==> config.mk <==
export PLATFORM = sky130hd
export DESIGN_NAME = ex_result_buffer_flat
export DESIGN_NICKNAME = d
export VERILOG_FILES = /design/src/rtl/ex_result_buffer_if.sv /design/src/rtl/ex_result_buffer.sv /design/src/flat_wrapper.sv
export SDC_FILE = /design/constraint.sdc
export NUM_CORES = 1
export LEC_CHECK = 0
export CORE_UTILIZATION = 44
export DETAILED_ROUTE_END_ITERATION = 10
export GPL_TIMING_DRIVEN = 0
export PLACE_DENSITY_LB_ADDON = 0.3
export RECOVER_POWER = 100
export SLEW_MARGIN = 0
export SYNTH_ARGS = -nofsm -noshare
export SYNTH_HDL_FRONTEND = slang
export SYNTH_SLANG_ARGS = --single-unit
==> constraint.sdc <==
create_clock -name clk -period 1.4 [get_ports clk]
set_input_delay 0.35 -clock clk [delete_from_list [all_inputs] [get_ports clk]]
set_output_delay 0.35 -clock clk [all_outputs]
set_load 0.03 [all_outputs]
==> src/rtl/ex_result_buffer_if.sv <==
// Handshake bundle between the ALU stage, the execute result buffer and the memory/write-back stage.
// The slave modport is the buffer's view; the master modport is the surrounding pipeline's view.
interface ex_result_buffer_if #(
  parameter int DW = 32,
  parameter int RW = 5
);
  logic          in_valid;
  logic          in_ready;
  logic [DW-1:0] in_result;
  logic          in_carry;
  logic [RW-1:0] in_rd;
  logic          in_wb_en;
  logic          in_flag_we;

  logic          out_valid;
  logic          out_ready;
  logic [DW-1:0] out_result;
  logic          out_carry;
  logic [RW-1:0] out_rd;
  logic          out_wb_en;
  logic          fwd_hit;

  modport slave (
    input  in_valid, in_result, in_carry, in_rd, in_wb_en, in_flag_we, out_ready,
    output in_ready, out_valid, out_result, out_carry, out_rd, out_wb_en, fwd_hit
  );

  modport master (
    output in_valid, in_result, in_carry, in_rd, in_wb_en, in_flag_we, out_ready,
    input  in_ready, out_valid, out_result, out_carry, out_rd, out_wb_en, fwd_hit
  );
endinterface

==> src/rtl/ex_result_buffer.sv <==
// Execute-stage two-entry skid buffer with registered ready, head forwarding and C/Z/S flag register.
// Define EX_RESULT_FLAGS_EN to build the flag register; otherwise the flags are tied to 0.
module ex_result_buffer #(
  parameter int DW = 32,
  parameter int RW = 5
) (
  input  logic               clk,
  input  logic               rst_n,
  ex_result_buffer_if.slave  bus,
  input  logic               flush,
  output logic               flag_c,
  output logic               flag_z,
  output logic               flag_s
);

  typedef enum logic [1:0] {
    EMPTY = 2'd0,
    ONE   = 2'd1,
    FULL  = 2'd2
  } occ_t;

  occ_t          state;
  occ_t          state_n;

  logic [DW-1:0] h_result;
  logic          h_carry;
  logic [RW-1:0] h_rd;
  logic          h_wb_en;

  logic [DW-1:0] s_result;
  logic          s_carry;
  logic [RW-1:0] s_rd;
  logic          s_wb_en;

  logic          rdy;
  logic          h_v;
  logic          acc;
  logic          pop;
  logic          load_h_in;
  logic          load_h_skid;
  logic          load_s;

  assign h_v = (state != EMPTY);
  assign acc = bus.in_valid & rdy;
  assign pop = h_v & bus.out_ready;

  always_comb begin
    state_n     = state;
    load_h_in   = 1'b0;
    load_h_skid = 1'b0;
    load_s      = 1'b0;
    case (state)
      EMPTY: begin
        if (acc) begin
          load_h_in = 1'b1;
          state_n   = ONE;
        end
      end
      ONE: begin
        if (pop) begin
          if (acc) begin
            load_h_in = 1'b1;
          end else begin
            state_n = EMPTY;
          end
        end else if (acc) begin
          load_s  = 1'b1;
          state_n = FULL;
        end
      end
      FULL: begin
        // rdy is low here, so no accept can coincide with the skid drain
        if (pop) begin
          load_h_skid = 1'b1;
          state_n     = ONE;
        end
      end
      default: begin
        state_n = EMPTY;
      end
    endcase
    if (flush) begin
      state_n = EMPTY;
    end
  end

  // Occupancy and ready are both registered; ready mirrors "skid not occupied" next cycle
  always_ff @(posedge clk or negedge rst_n) begin
    if (!rst_n) begin
      state <= EMPTY;
      rdy   <= 1'b1;
    end else begin
      state <= state_n;
      rdy   <= (state_n != FULL);
    end
  end

  always_ff @(posedge clk or negedge rst_n) begin
    if (!rst_n) begin
      h_result <= '0;
      h_carry  <= 1'b0;
      h_rd     <= '0;
      h_wb_en  <= 1'b0;
    end else if (load_h_in) begin
      h_result <= bus.in_result;
      h_carry  <= bus.in_carry;
      h_rd     <= bus.in_rd;
      h_wb_en  <= bus.in_wb_en;
    end else if (load_h_skid) begin
      h_result <= s_result;
      h_carry  <= s_carry;
      h_rd     <= s_rd;
      h_wb_en  <= s_wb_en;
    end
  end

  always_ff @(posedge clk or negedge rst_n) begin
    if (!rst_n) begin
      s_result <= '0;
      s_carry  <= 1'b0;
      s_rd     <= '0;
      s_wb_en  <= 1'b0;
    end else if (load_s) begin
      s_result <= bus.in_result;
      s_carry  <= bus.in_carry;
      s_rd     <= bus.in_rd;
      s_wb_en  <= bus.in_wb_en;
    end
  end

`ifdef EX_RESULT_FLAGS_EN
  // Flags commit at acceptance so the branch unit sees them one cycle after the ALU op
  always_ff @(posedge clk or negedge rst_n) begin
    if (!rst_n) begin
      flag_c <= 1'b0;
      flag_z <= 1'b0;
      flag_s <= 1'b0;
    end else if (acc && bus.in_flag_we && !flush) begin
      flag_c <= bus.in_carry;
      flag_z <= (bus.in_result == '0);
      flag_s <= bus.in_result[DW-1];
    end
  end
`else
  logic unused_flag_we;
  assign unused_flag_we = bus.in_flag_we;
  assign flag_c = 1'b0;
  assign flag_z = 1'b0;
  assign flag_s = 1'b0;
`endif

  assign bus.in_ready   = rdy;
  assign bus.out_valid  = h_v;
  assign bus.out_result = h_result;
  assign bus.out_carry  = h_carry;
  assign bus.out_rd     = h_rd;
  assign bus.out_wb_en  = h_wb_en;
  assign bus.fwd_hit    = h_v & h_wb_en & (h_rd != '0);

endmodule

==> src/flat_wrapper.sv <==
// flat-port wrapper written by rule: the top's interface ports become plain ports
module ex_result_buffer_flat 
#(
  parameter int DW = 32,
  parameter int RW = 5
)
  (clk, rst_n, flush, flag_c, flag_z, flag_s, bus_in_valid, bus_in_result, bus_in_carry, bus_in_rd, bus_in_wb_en, bus_in_flag_we, bus_out_ready, bus_in_ready, bus_out_valid, bus_out_result, bus_out_carry, bus_out_rd, bus_out_wb_en, bus_fwd_hit);
  ex_result_buffer_if #(.DW(DW), .RW(RW)) bus_i ();
  input  logic clk;
  input  logic rst_n;
  input  logic flush;
  output logic flag_c;
  output logic flag_z;
  output logic flag_s;
  input wire logic [$bits(bus_i.in_valid)-1:0] bus_in_valid;
  input wire logic [$bits(bus_i.in_result)-1:0] bus_in_result;
  input wire logic [$bits(bus_i.in_carry)-1:0] bus_in_carry;
  input wire logic [$bits(bus_i.in_rd)-1:0] bus_in_rd;
  input wire logic [$bits(bus_i.in_wb_en)-1:0] bus_in_wb_en;
  input wire logic [$bits(bus_i.in_flag_we)-1:0] bus_in_flag_we;
  input wire logic [$bits(bus_i.out_ready)-1:0] bus_out_ready;
  output wire logic [$bits(bus_i.in_ready)-1:0] bus_in_ready;
  output wire logic [$bits(bus_i.out_valid)-1:0] bus_out_valid;
  output wire logic [$bits(bus_i.out_result)-1:0] bus_out_result;
  output wire logic [$bits(bus_i.out_carry)-1:0] bus_out_carry;
  output wire logic [$bits(bus_i.out_rd)-1:0] bus_out_rd;
  output wire logic [$bits(bus_i.out_wb_en)-1:0] bus_out_wb_en;
  output wire logic [$bits(bus_i.fwd_hit)-1:0] bus_fwd_hit;
  assign bus_i.in_valid = bus_in_valid;
  assign bus_i.in_result = bus_in_result;
  assign bus_i.in_carry = bus_in_carry;
  assign bus_i.in_rd = bus_in_rd;
  assign bus_i.in_wb_en = bus_in_wb_en;
  assign bus_i.in_flag_we = bus_in_flag_we;
  assign bus_i.out_ready = bus_out_ready;
  assign bus_in_ready = bus_i.in_ready;
  assign bus_out_valid = bus_i.out_valid;
  assign bus_out_result = bus_i.out_result;
  assign bus_out_carry = bus_i.out_carry;
  assign bus_out_rd = bus_i.out_rd;
  assign bus_out_wb_en = bus_i.out_wb_en;
  assign bus_fwd_hit = bus_i.fwd_hit;
  ex_result_buffer #(.DW(DW), .RW(RW)) u_core (.clk(clk), .rst_n(rst_n), .bus(bus_i), .flush(flush), .flag_c(flag_c), .flag_z(flag_z), .flag_s(flag_s));
endmodule
-- After elaboration in Yosys (flattened, before gate mapping)
Index checks and enable logic that the tools add are counted.
- $add $sub $neg: 0
- multipliers: 0
- div/mod/pow operators: 0
- order comparisons: 0
- equal/unequal tests: 3
- shift operators: 0
- muxes and demuxes: 22
- bitwise logic cells: 4
- reduce and logical (&&, ||, !) cells: 4
- operators by type and width (cell ; number):
    2-to-1 mux 32 bit ; 2
    2-to-1 mux 2 bit ; 6
    2-to-1 mux 1 bit ; 10
    2-to-1 mux 5 bit ; 2
    case mux 2 bit (3 select lines) ; 1
    nonzero test 5 bit ; 1
    AND 1 bit ; 4
    nonzero test 2 bit ; 2
    == test 2 x 1 -> 1 bit, second input constant ; 1
    == test 2 bit, second input constant ; 1
    logical NOT 2 bit ; 1
    inequality test 2 bit, second input constant ; 1
    case mux 1 bit (2 select lines) ; 1
- bits in registers: 81
- bits in latches: 0
- bits in writable memories: 0
- bits in read-only memories: 0
- output and inout bits: 45
- logic and storage cells: 43
- memories: 0

-- Depth between registers and ports, before layout
- word-level depth: 6
- depth in mapped cells: 6
- depth with buffers taken out: 4

-- Worst setup path before layout
Ideal clock, no wire load.
- path kind: reg-to-output
- start point: register u_core.h_rd[0], in the netlist u_core.bus.out_rd[0]
- end point: output port bus_fwd_hit
- arrival: 1.337 ns
- required time: 1.050 ns
- path slack: -0.287 ns
- stages on the path, launching flop included: 3
- buffers on the path: 0
- path through: dfrtp_1 or4_1 o211a_1
- longest elaborated chain between the ends: 2
- RTL lines (what ; line ; text):
    start: declaration ; ex_result_buffer.sv:27 ; logic [RW-1:0] h_rd;
    start signal: assignment ; ex_result_buffer.sv:107 ; h_rd <= bus.in_rd;
    start signal: assignment ; ex_result_buffer.sv:112 ; h_rd <= s_rd;
    nonzero test 5 bit ; ex_result_buffer.sv:158 ; assign bus.fwd_hit = h_v & h_wb_en & (h_rd != '0);
    AND 1 bit ; ex_result_buffer.sv:158 ;
    end: declaration ; flat_wrapper.sv:28 ; output wire logic [$bits(bus_i.fwd_hit)-1:0] bus_fwd_hit;
No other way between the ends.

-- Worst setup path after layout
Same ends and word-level chain as after synthesis.

==> results.md <==
- The global-route total usage across every layer is between 20% and 30%.
- The final hold violation count is 0.
- The minimum period implied by the final worst setup slack is just over 2 ns.
- The number of antenna violations at the first check in global routing is 0.
- The number of inserted filler cells in the final layout is 438.
- On the worst path, the slowest cell contributes a delay of between 0.5 and 0.6 ns.
- Setup violations remaining at the end of the flow were counted as 83.
- Of the total power, registers draw between 40% and 50%.
- Ranked by total cell area, the synthesized netlist is headed by sky130_fd_sc_hd__dfrtp_1 (59%), sky130_fd_sc_hd__mux2i_1 (11%), sky130_fd_sc_hd__mux2_2 (9.6%).
- After synthesis, the largest family of logic cells by area is multiplexers.
- The average wire per standard cell is 18.7 µm.
- Entering global routing, the biggest net connects 58 pins.
- At the end of the flow, the number of nets in the layout was about 450.
- The ratio of final minimum period to clock period is 145%.
- The share of power burned in the clock network is 25.2%.
- The count of nets left with antenna violations after detail routing is 0.
- The die span in y is roughly 90 µm.
- sky130_fd_sc_hd__dfrtp_1 takes more of the synthesized area than any other cell.
- The critical path is of the flop to primary output type.
- The maximum root-to-sink buffer count is 2.
- The kind of start point of the critical path is a flop.
- The tool flagged a number of max-cap violations equal to 0.
- The kind of end point of the critical path is a primary output.
- The total clock sinks is 81.
- The depth of the worst register-to-register path is 5.
- In this run the worst setup path terminates at bus_fwd_hit.
- The clock tree from TritonCTS is done.
- The final weighted congestion in routability-driven placement is 0.681.
- For the worst setup path, the data required time is 1.05 ns.
- The H-tree depth is 3.
- The highest-delay cell along the critical path is sky130_fd_sc_hd__or4_4.
- The synthesized netlist devotes 6.15% of its cell area to simple gates.
- The library cell used as clock root buffer is sky130_fd_sc_hd__clkbuf_8.
- The final routed wirelength across all metal layers is 9510 µm.
- Summed over all layers, the global routing overflow is 0.
- The count of boundary I/O pins is 90.
- The cell area after synthesis is 0.00342 mm².
- After the first detailed-routing iteration, the DRC count stood at 64.
- The power density normalized to cell area is 1290 mW/mm².
- The clock tree skew after final layout is 0.0134 ns.
- The final standard cell count with taps included and fillers excluded is 508.
- The total of buffers placed on input and output ports is 85.
- The detailed placer's ending HPWL is 4900 µm.
- The switching part of the total power is 30.4%.
- The floorplan step defined a core boundary enclosing 0.00737 mm².
- The top fanout value on the critical path is 2.
- The number of placed cells counting well taps is 459.
- In this run the critical register-to-register path is captured at u_core.s_rd[0].
- The insertion delay to the later sink of the worst-skew pair is approximately 0.35 ns.
- Cells with a size suffix above 1 make up approximately 55% of the layout.
- The final hold slack is 0.466 ns.
- The synthesized flop and latch total is 81.
- Across all setup checks in the final design, the least slack found is -0.627 ns.
- The effective utilization at floorplan is between 40% and 50%.
- The die covers approximately 0.0081 mm².
- The number of distinct library cells after synthesis is 26.
- Static timing analysis puts the maximum clock frequency at 493 MHz.
- The iteration count of the initial detailed-routing pass is 4.
- Synthesis produced between 200 and 300 cells.
- The checks that failed: negative setup slack.
- The highest ir drop seen on vdd is 0.708 mV.
- Using the TritonRoute via totals, the vias-per-cell ratio works out to 5.33.
- The routed layout has 2710 vias.
- The worst reg-to-reg setup slack is -0.23 ns.
- The critical path goes through or4_4, o211a_4, buf_6.
- At the worst endpoint, the arrival time is 1.68 ns.
- Dividing the synthesized area by the synthesized cell count gives 12.6 µm².
- The headroom to the max-slew limit is 54.3%.
- Summing the areas of all fa, ha and maj instances in the mapped netlist gives 0% of the synthesized area.
- The total inserted antenna cells is 0.
- The overall die width is ~90 µm.
- After detailed routing, the number of remaining DRC violations is 0.
- The placement row count is 31.
- The share of the synthesized area in the top cell type is 58.6%.
- The worst hold path class is input pin to flop.
- Combinational cells account for 31.4% of the total power.
- After clock tree synthesis, the clock-pin slew on the worst setup and hold paths is 0.08 ns.
- The startpoint of the worst setup timing path is u_core.bus.out_rd[0].
- The startpoint identified for the worst register-to-register timing path is u_core.bus.in_ready.
- After Yosys synthesis, XOR and XNOR cells account for less than 1% of the synthesized area.
- The run finished, with violations left.
- The first global-routing pass estimated approximately 15000 µm of wire.
- Setup repair after global routing could not meet its margin everywhere.
- In the synthesized netlist, mux cells make up between 20% and 30% of the area.
- Buffers inserted during clock tree synthesis total 9.
- At the pin with the least slew margin, the transition time is 0.686 ns.
- The signed area change from the synthesized netlist to the final layout is 68.3%.
- The internal portion of the total power is 5.14 mW.
- The synthesized netlist devotes under 10% of its cell area to compound gates.
- The max-slew violation total from the final report is 0.
- The net switching power is 2.25 mW.
- The count of synthesis-stage warnings from yosys is 0.
- The leakage power is 2.79 nW.
- The proportion of synthesized chip area in sequential cells is 59.4%.
- The via count of the first global-routing pass is 2795.
==> power by group through the flow <==
stage	clock [mW]	sequential (mW)	combinational [mW]
final	1.86	3.21	2.32
after global routing	1.97	3.25	2.45
after CTS	1.87	3.16	2.16
after detailed placement	0	3.19	1.65
after global placement	0	3.16	1.59
after floorplan	0	3.47	0.629
==> state kept, by name, indices dropped and copies added, names as in the netlist <==
register and flops:
u_core.bus.out_result 32, u_core.s_result 32, u_core.bus.out_rd 5, u_core.s_rd 5, u_core.state 2, u_core.bus.in_ready 1, u_core.bus.out_carry 1, u_core.bus.out_wb_en 1
u_core.s_carry 1, u_core.s_wb_en 1
==> stage by stage <==
stage	setup slack (ns)	setup TNS [ns]	util, %	instance area (µm²)	power (mW)
floorplan	-0.254	-10.36	-	3450	4.10
global placement	-3.20	-273.60	60.1	4430	4.75
detailed placement	-0.725	-41.57	60.4	4450	4.83
CTS	-0.631	-15.73	74.6	5500	7.19
global route	-0.669	-19.79	78.0	5750	7.67
finish	-0.627	-12.52	78.0	5750	7.39
==> worst max-delay path, delay by kind of cell (launching register included) <==
| family | cells | cell delay (ns) |
|---|---|---|
| flops | 1 | 0.41 |
| buf+inv | 1 | 0.13 |
| compound gates | 1 | 0.24 |
| simple gates | 1 | 0.54 |
==> cell families (layout without fill, tap and decap cells) <==
kind of cell | count (synthesis) | count (layout)
AND/OR/NAND/NOR | 49 | 49
flip-flops | 81 | 81
AO/OA/AOI/OAI | 42 | 42
buffers and inverters | 20 | 155
other | 1 | 3
multiplexers | 78 | 78
XOR/XNOR | 1 | 1
==> area by class of cell <==
type | instances | area [µm²] | share of cell area, %
buffer | 16 | 265 | 4.61
clock buffer | 11 | 131 | 2.29
clock inverter | 5 | 80.1 | 1.39
inverter | 1 | 3.75 | 0.0653
multi-input combinational | 173 | 1750 | 30.5
sequential | 81 | 2030 | 35.4
tap | 99 | 124 | 2.15
timing repair buffer | 122 | 1360 | 23.6
==> metal layers <==
metal	global-route usage (%)	vias up	routed length [µm]
met1	32.3	1404	4190
met4	8.33	0	142
li1	-	1208	-
met5	0	-	0
met3	4.06	13	423
met2	37.9	85	4750
==> placed cells by master, fill, tap and decap left out, types with 11 or more instances in the layout <==
cell type / instances
sky130_fd_sc_hd__nand2_4: 15
sky130_fd_sc_hd__buf_8: 12
sky130_fd_sc_hd__mux2i_1: 30
sky130_fd_sc_hd__nand2_2: 14
sky130_fd_sc_hd__clkbuf_2: 16
sky130_fd_sc_hd__clkdlybuf4s50_1: 40
sky130_fd_sc_hd__mux2_4: 39
sky130_fd_sc_hd__clkdlybuf4s15_2: 20
sky130_fd_sc_hd__dfrtp_1: 77
sky130_fd_sc_hd__nand2_1: 11
sky130_fd_sc_hd__o21ai_2: 28
sky130_fd_sc_hd__o21ai_1: 11
sky130_fd_sc_hd__buf_6: 19
==> cell usage after synthesis <==
| master | number |
|---|---|
| sky130_fd_sc_hd__nor3_2 | 1 |
| sky130_fd_sc_hd__nand2_1 | 40 |
| sky130_fd_sc_hd__nor2b_1 | 1 |
| sky130_fd_sc_hd__buf_4 | 6 |
| sky130_fd_sc_hd__xor2_1 | 1 |
| sky130_fd_sc_hd__buf_6 | 1 |
| sky130_fd_sc_hd__o21ai_0 | 38 |
| sky130_fd_sc_hd__nand3b_1 | 1 |
| sky130_fd_sc_hd__dfstp_2 | 1 |
| sky130_fd_sc_hd__conb_1 | 1 |
| sky130_fd_sc_hd__buf_2 | 7 |
| sky130_fd_sc_hd__mux2_1 | 10 |
| sky130_fd_sc_hd__o21ai_1 | 1 |
| sky130_fd_sc_hd__mux2_2 | 29 |
| sky130_fd_sc_hd__o21a_1 | 1 |
| sky130_fd_sc_hd__inv_1 | 1 |
| sky130_fd_sc_hd__nand2b_1 | 1 |
| sky130_fd_sc_hd__nor2_1 | 2 |
| sky130_fd_sc_hd__or2_2 | 1 |
| sky130_fd_sc_hd__or4_1 | 1 |
| sky130_fd_sc_hd__mux2i_1 | 39 |
| sky130_fd_sc_hd__clkbuf_1 | 5 |
| sky130_fd_sc_hd__o211a_1 | 1 |
| sky130_fd_sc_hd__a211o_1 | 1 |
| sky130_fd_sc_hd__dfrtp_1 | 80 |
| sky130_fd_sc_hd__nand4b_1 | 1 |
==> worst min-delay path by stage <==
| stage | cells after the start | to | startpoint |
|---|---|---|---|
| final | 2 | u_core.bus.in_ready | bus_out_ready |
| after global routing | 2 | u_core.bus.in_ready | bus_out_ready |
| after CTS | 2 | u_core.bus.out_result[20] | rst_n |
| after detailed placement | 1 | u_core.bus.out_result[20] | rst_n |
| after global placement | 1 | u_core.s_rd[2] | u_core.s_rd[2] |
| after floorplan | 0 | u_core.bus.out_carry | rst_n |
==> repair_timing <==
action / in CTS / in global routing
buffers inserted: 18 / 10
endpoints found under the hold margin: 23 / 0
pin swaps: 21 / 35
cloned: 11 / 2
hold buffers: 1 / 0
gates resized for setup: 306 / 123
setup endpoints to repair: 120 / 97
Power figures use the tool's default switching activity.
